===== src/rtl/io_poll_master.sv =====
// Polls the 24-bit switch value over the IO bus and mirrors changes to the LED registers. A sequence takes 3 cycles, or 5 when the value changed.
// There is no backpressure: the bus answers in the same cycle, and force_i requests made while busy collapse into one pending poll.
module io_poll_master #(
   parameter logic [31:0] POLL_DIV   = 32'd50000,
   parameter logic [31:0] SW_LO_ADDR = 32'hFFFFF070,
   parameter logic [31:0] SW_HI_ADDR = 32'hFFFFF072,
   parameter logic [31:0] LT_LO_ADDR = 32'hFFFFF060,
   parameter logic [31:0] LT_HI_ADDR = 32'hFFFFF062
) (
   input  logic        clk_i,
   input  logic        rst_n_i,
   input  logic        en_i,
   input  logic        force_i,
   output logic [31:0] addr_o,
   output logic        we_o,
   output logic [31:0] wr_data_o,
   input  logic [31:0] rd_data_i,
   output logic [23:0] sw_o,
   output logic        changed_o,
   output logic        busy_o
);

   typedef enum logic [2:0] {IDLE, RD_LO, RD_HI, CMP, WR_LO, WR_HI} state_t;

   state_t      state_q, state_nx;
   logic [31:0] cnt_q, cnt_nx;
   logic        pend_q, pend_nx;
   logic        first_q, first_nx;
   logic [15:0] new_lo_q, new_lo_nx;
   logic [7:0]  new_hi_q, new_hi_nx;
   logic [23:0] new_val;
   logic [23:0] sw_nx;
   logic        changed_nx;
   logic [31:0] addr_nx, wdat_nx;
   logic        we_nx;
   logic        unused_rd_bits;

   assign new_val        = {new_hi_q, new_lo_q};
   assign unused_rd_bits = ^rd_data_i[31:16];

   always_ff @(posedge clk_i) begin
      if (!rst_n_i) begin
         state_q   <= IDLE;
         cnt_q     <= '0;
         pend_q    <= 1'b0;
         first_q   <= 1'b1;
         new_lo_q  <= '0;
         new_hi_q  <= '0;
         sw_o      <= '0;
         changed_o <= 1'b0;
         addr_o    <= '0;
         we_o      <= 1'b0;
         wr_data_o <= '0;
         busy_o    <= 1'b0;
      end else begin
         state_q   <= state_nx;
         cnt_q     <= cnt_nx;
         pend_q    <= pend_nx;
         first_q   <= first_nx;
         new_lo_q  <= new_lo_nx;
         new_hi_q  <= new_hi_nx;
         sw_o      <= sw_nx;
         changed_o <= changed_nx;
         addr_o    <= addr_nx;
         we_o      <= we_nx;
         wr_data_o <= wdat_nx;
         busy_o    <= (state_nx != IDLE);
      end
   end

   always_comb begin
      state_nx   = state_q;
      cnt_nx     = '0;
      pend_nx    = pend_q | (force_i && (state_q != IDLE));
      first_nx   = first_q;
      new_lo_nx  = new_lo_q;
      new_hi_nx  = new_hi_q;
      sw_nx      = sw_o;
      changed_nx = 1'b0;

      case (state_q)
         IDLE: begin
            if (en_i) cnt_nx = cnt_q + 32'd1;
            if ((en_i && (cnt_q == POLL_DIV - 32'd1)) || force_i || pend_q) begin
               cnt_nx   = '0;
               pend_nx  = 1'b0;
               state_nx = RD_LO;
            end
         end
         RD_LO: begin
            new_lo_nx = rd_data_i[15:0];
            state_nx  = RD_HI;
         end
         RD_HI: begin
            new_hi_nx = rd_data_i[7:0];
            state_nx  = CMP;
         end
         CMP: begin
            if ((new_val != sw_o) || first_q) begin
               sw_nx      = new_val;
               changed_nx = 1'b1;
               first_nx   = 1'b0;
               state_nx   = WR_LO;
            end else begin
               state_nx = IDLE;
            end
         end
         WR_LO:   state_nx = WR_HI;
         WR_HI:   state_nx = IDLE;
         default: state_nx = IDLE;
      endcase
   end

   // Bus outputs are decoded from the next state so they are registered yet valid for the whole state cycle.
   always_comb begin
      addr_nx = '0;
      we_nx   = 1'b0;
      wdat_nx = '0;
      case (state_nx)
         RD_LO: addr_nx = SW_LO_ADDR;
         RD_HI: addr_nx = SW_HI_ADDR;
         WR_LO: begin
            addr_nx = LT_LO_ADDR;
            we_nx   = 1'b1;
            wdat_nx = {16'h0, sw_nx[15:0]};
         end
         WR_HI: begin
            addr_nx = LT_HI_ADDR;
            we_nx   = 1'b1;
            wdat_nx = {24'h0, sw_nx[23:16]};
         end
         default: ;
      endcase
   end

endmodule

===== config.mk =====
export PLATFORM = sky130hd
export DESIGN_NAME = io_poll_master
export DESIGN_NICKNAME = d
export VERILOG_FILES = /design/src/rtl/io_poll_master.sv
export SDC_FILE = /design/constraint.sdc
export NUM_CORES = 1
export LEC_CHECK = 0
export ABC_AREA = 1
export CORE_UTILIZATION = 33
export CTS_CLUSTER_DIAMETER = 60
export CTS_CLUSTER_SIZE = 10
export DETAILED_ROUTE_END_ITERATION = 8
export PLACE_DENSITY = 0.57
export REMOVE_ABC_BUFFERS = 1
export SYNTH_ARGS = -nofsm -noshare
export SYNTH_HDL_FRONTEND = slang
export SYNTH_SLANG_ARGS = --single-unit

===== constraint.sdc =====
create_clock -name clk_i -period 1.85 [get_ports clk_i]
set_input_delay 0.4625 -clock clk_i [delete_from_list [all_inputs] [get_ports clk_i]]
set_output_delay 0.4625 -clock clk_i [all_outputs]
set_load 0.05 [all_outputs]

# --- Yosys cells after proc, flatten, opt, wreduce, memory -nomap -nowiden ---
# Index checks and enable logic that the tools add are counted.
# W data, S select, Z words.
totals:
  inputBits: 36
  ram_bits: 0
  mem_bits_ro: 0
  latchBits: 0
  reg_bits: 152
  mem_count: 0
  wordCells: 50
op_classes:
  n_shift: 0
  n_lt_le_gt_ge: 0
  div_mod_pow: 0
  n_bitwise: 4
  mux: 11
  addsub: 1
  mul: 0
  n_eq_ne: 10
  n_reduce_logical: 12
op_table:
  columns: ["operator", "count"]
  rows:
  - ["$pmux W32 S4", 1]
  - ["$mux W24", 2]
  - ["$add A32 B1 Y32 const B", 1]
  - ["$eq A32 B16 Y1 const B", 1]
  - ["$pmux W16 S2", 1]
  - ["$ne A24 B24 Y1", 1]
  - ["$pmux W3 S5", 1]
  - ["$eq A3 B2 Y1 const B", 3]
  - ["$eq A3 B3 Y1 const B", 3]
  - ["$eq A3 B1 Y1 const B", 2]
  - ["$mux W3", 2]
  - ["$reduce_bool A3 Y1", 2]
  - ["$mux W1", 4]
  - ["$reduce_and A2 Y1", 2]
  - ["$reduce_or A4 Y1", 1]
  - ["$logic_not A3 Y1", 1]
  - ["$logic_or A1 B1 Y1", 3]
  - ["$not A1 Y1", 3]
  - ["$logic_and A1 B1 Y1", 2]
  - ["$reduce_or A2 Y1", 1]
  - ["$or A1 B1 Y1", 1]

# --- Depth between registers and ports, before layout ---
depth:
  word_depth: 9
  ltp_mapped: 13

# --- Worst setup path after synthesis ---
# OpenSTA, ideal clock, no wires.
synth_path:
  kind: "register to output"
  from: "register addr_o[30] (netlist name)"
  to: "output port addr_o[12]"
  setup_slack_ns: 0.121
  required_ns: 1.387
  arrival_ns: 1.266
  n_path_buf: 1
  stages_incl_launch_ff: 2
  path_cell_list: "dfxtp_1 buf_4"
synth_rtl:
  columns: ["item", "line_no", "source"]
  rows:
  - ["end, declared", "14", "output logic [31:0] addr_o,"]

# --- Worst setup path in the final report ---
layout_path:
  from: "register cnt_q[1]"
  to: "register cnt_q[13]"
layout_between:
  elab_chain_cells: 5
  word_cells_on_any_way: 6
  classes_between: "1 x add/sub; 1 x eq/ne; 4 x reduce/logical"
layout_rtl:
  columns: ["item", "line_no", "source"]
  rows:
  - ["start, declared", "26", "logic [31:0] cnt_q, cnt_nx;"]
  - ["start signal, assigned", "57", "cnt_q <= cnt_nx;"]
  - ["branches (longest 5 deep; another with $add A32 B1 Y32)", null, null]
# Parallel ways; which one is timed is not known.
# A chain may end at the register's enable or synchronous reset.

==> impl_metrics.py <==
metrics = {
    "run_status": {
        "status": "completed",
    },
    "sta": {
        "fin_setup_tns_ps": 0,
        "hold_violations": 0,
        "fin_crit_ps": 1660,
        "slew_viol_final": 0,
        "worst_slack_ps": 188,
        "period_share_pct": 89.8,
        "fin_worst_skew_ps": 5.86,
        "fmax_mhz": 602,
        "setup_viol": 0,
        "rsz0062_at_grt": "false",
    },
    "placement": {
        "dpl_worst_slack_ps": -122,
        "port_buffers": 86,
        "place.gp.congestion": 0.841,
        "hpwl_um": 9030,
    },
    "worst_hold_path": {
        "worstHoldPathType": "reg2reg",
    },
    "finish": {
        "n_antenna_cell": 0,
        "fill_cells": 1533,
        "drive_gt1_share_pct": 15.1,
        "fin_nets": 842,
        "multi_input_comb_area_um2": 2210,
        "seq_area_um2": 2140,
        "area_delta_synth_final_pct": 27.6,
    },
    "job": {
        "drv_cap": 0,
    },
    "clock_network": {
        "clk_latency_ps": 350,
        "clk_pin_slew_ps": 70,
        "htreeDepth": 3,
        "cts_resized": 0,
        "cts_hold_buf": 0,
        "cts_setup_buffers": 0,
        "cts_tree": "yes",
        "cts_root_buf": "clkbuf_16",
        "cts.path.max_buffers": 2,
        "cts.sink_count": 107,
        "numCtsBuffers": 9,
    },
    "power": {
        "seq_power_share_pct": 39.3,
        "comb_power_share_pct": 27.8,
        "switchingPower_uw": 2030,
        "pwr_density_cell_nw_per_um2": 980,
        "leakagePower_uw": 0.00264,
        "pwr-share-clk_pct": 32.9,
        "switching_share_pct": 31.9,
        "p_int_uw": 4340,
        "ir_drop_mv": 0.595,
    },
    "grt": {
        "grt_max_degree": 32,
        "grt_pass1_wl_um": 20100,
        "grt_use_met3_pct": 4.72,
        "gr-total-overflow": 0,
        "antenna_found_initial": 0,
        "gr-usage-met1_pct": 19.4,
        "first_global_vias": 4099,
        "grtUsageMet2_pct": 27.1,
        "grt-busiest-layer": "met2",
        "track_usage_pct": 16.1,
    },
    "logic_synthesis": {
        "netlist_top_cells_area": "dfxtp_1, nand2_1, buf_4, inv_1, nor2_1",
        "synth_warnings": 0,
        "ys_seq_elements": 107,
        "synth.distinct_cells": 32,
        "synth_top_cell_area_share_pct": 42.1,
        "synth_area_um2": 5090,
        "syn_inst": 726,
        "avgSynthCellArea_um2": 7.01,
        "synth_top_cell_by_area": "dfxtp_1",
        "yosysSeqAreaShare_pct": 42.1,
    },
    "worst_setup_path": {
        "cp-start-kind": "register",
        "arrival_ps": 1900,
        "cp_max_fo": 16,
        "crit_required_ps": 2080,
        "endpoint_kind": "register",
        "crit_type": "reg2reg",
    },
    "drt": {
        "first_pass_iters": 5,
        "vias_per_cell": 4.43,
        "drtIter0Drc": 281,
        "vias": 4413,
        "drc_errors": 0,
        "routed_wirelength_um": 12300,
        "drtAntennaViolNets": 0,
        "routedWlPerCell_um": 12.4,
    },
    "die": {
        "dieArea_um2": 15900,
        "ios": 127,
        "dieWidth_um": 126,
        "core_area_um2": 15100,
        "die_h_um": 126,
        "num_rows": 45,
        "initial_utilization_pct": 33.6,
    },
}
-- state kept, by name, summed over array words and instances, names as in the netlist --
name / count
new_hi_q: 8
state_q: 3
sw_o: 24
first_q: 1
new_lo_q: 16
changed_o: 1
we_o: 1
busy_o: 1
cnt_q: 32
addr_o: 3
wr_data_o: 16
pend_q: 1
-- layout make-up --
cell class              count  area share, %
clock buffers              10           3.68
flip-flops and latches    107           33.0
multi-input cells         475           34.1
clock inverters             5           1.33
well taps                 188           3.62
repair buffers            109           18.3
inverters                 103           5.95
-- final timing paths --
kind | cells past startpoint | end | slack, ps | startpoint
setup / recovery | 11 | cnt_q[13] | 190 | cnt_q[1]
hold / removal | 2 | cnt_q[31] | 470 | cnt_q[31]
setup reg to reg | 11 | cnt_q[13] | 190 | cnt_q[1]
hold reg to reg | 2 | cnt_q[31] | 470 | cnt_q[31]
-- synthesized netlist by cell type (all sizes together) --
library cell / instances
buf: 53
nand2: 173
a21oi: 43
and3: 2
ha: 1
a31oi: 2
nor3b: 3
inv: 103
o21ai: 55
dfxtp: 107
or2: 5
nor2: 86
nand3: 15
nor3: 29
xor2: 15
xnor2: 3
conb: 1
nand3b: 2
nand4: 16
nand2b: 1
clkbuf: 11
-- per-stage QoR --
stage	util, %	cell area (um2)	hold WS [ps]	total power, uW	std cells
CTS	42.9	6490	472	6440	997
global route	42.9	6490	497	6660	997
finish	42.9	6490	470	6370	997
global placement	40.7	6170	448	4340	982
detailed placement	40.7	6170	461	4340	982
floorplan	-	4740	439	3330	685
-- cell families (layout without fill, tap and decap cells) --
logic type	count (synthesis)	after routing	synth area share, %
adders and majority gates	1	1	0.246
xor gates and xnor gates	18	18	3.10
AOI/OAI and AO/OA	100	100	9.88
other	1	24	0.0737
buffers and inverters	167	227	16.1
DFF	107	107	42.1
and+or+nand+nor	332	332	28.5
-- routing by layer --
metal	vias up	wire, um
li1	2349	-
met1	1959	5540
met2	94	5960
met3	11	637
met4	0	179
met5	-	0
-- placed cells by master, fill, tap and decap left out, types with 15 or more instances in the layout --
cell,n
a21oi_1,43
buf_12,26
buf_4,64
clkdlybuf4s50_1,19
conb_1,24
dfxtp_1,107
inv_1,99
nand2_1,171
nand4_1,16
nor2_1,84
nor3_1,24
o21ai_0,50
xor2_1,15
-- worst max-delay path, cell delays in order, from the launching register on --
cell	delay [ps]
dfxtp_1	390
ha_1	240
nand3_2	100
inv_2	100
nand3_1	80
nor2_1	100
nand2_1	90
nand2_1	100
inv_2	50
nand2_2	100
buf_12	150
nor3_1	50
-- power by group through the flow --
stage	Sequential, uW	Clock (uW)	Combinational [uW]
final	2500	2100	1770
after global routing	2520	2250	1890
after CTS	2500	2150	1790
after detailed placement	2560	0	1790
after global placement	2560	0	1780
after floorplan	2850	0	480
(Power assumes the default switching activity.)
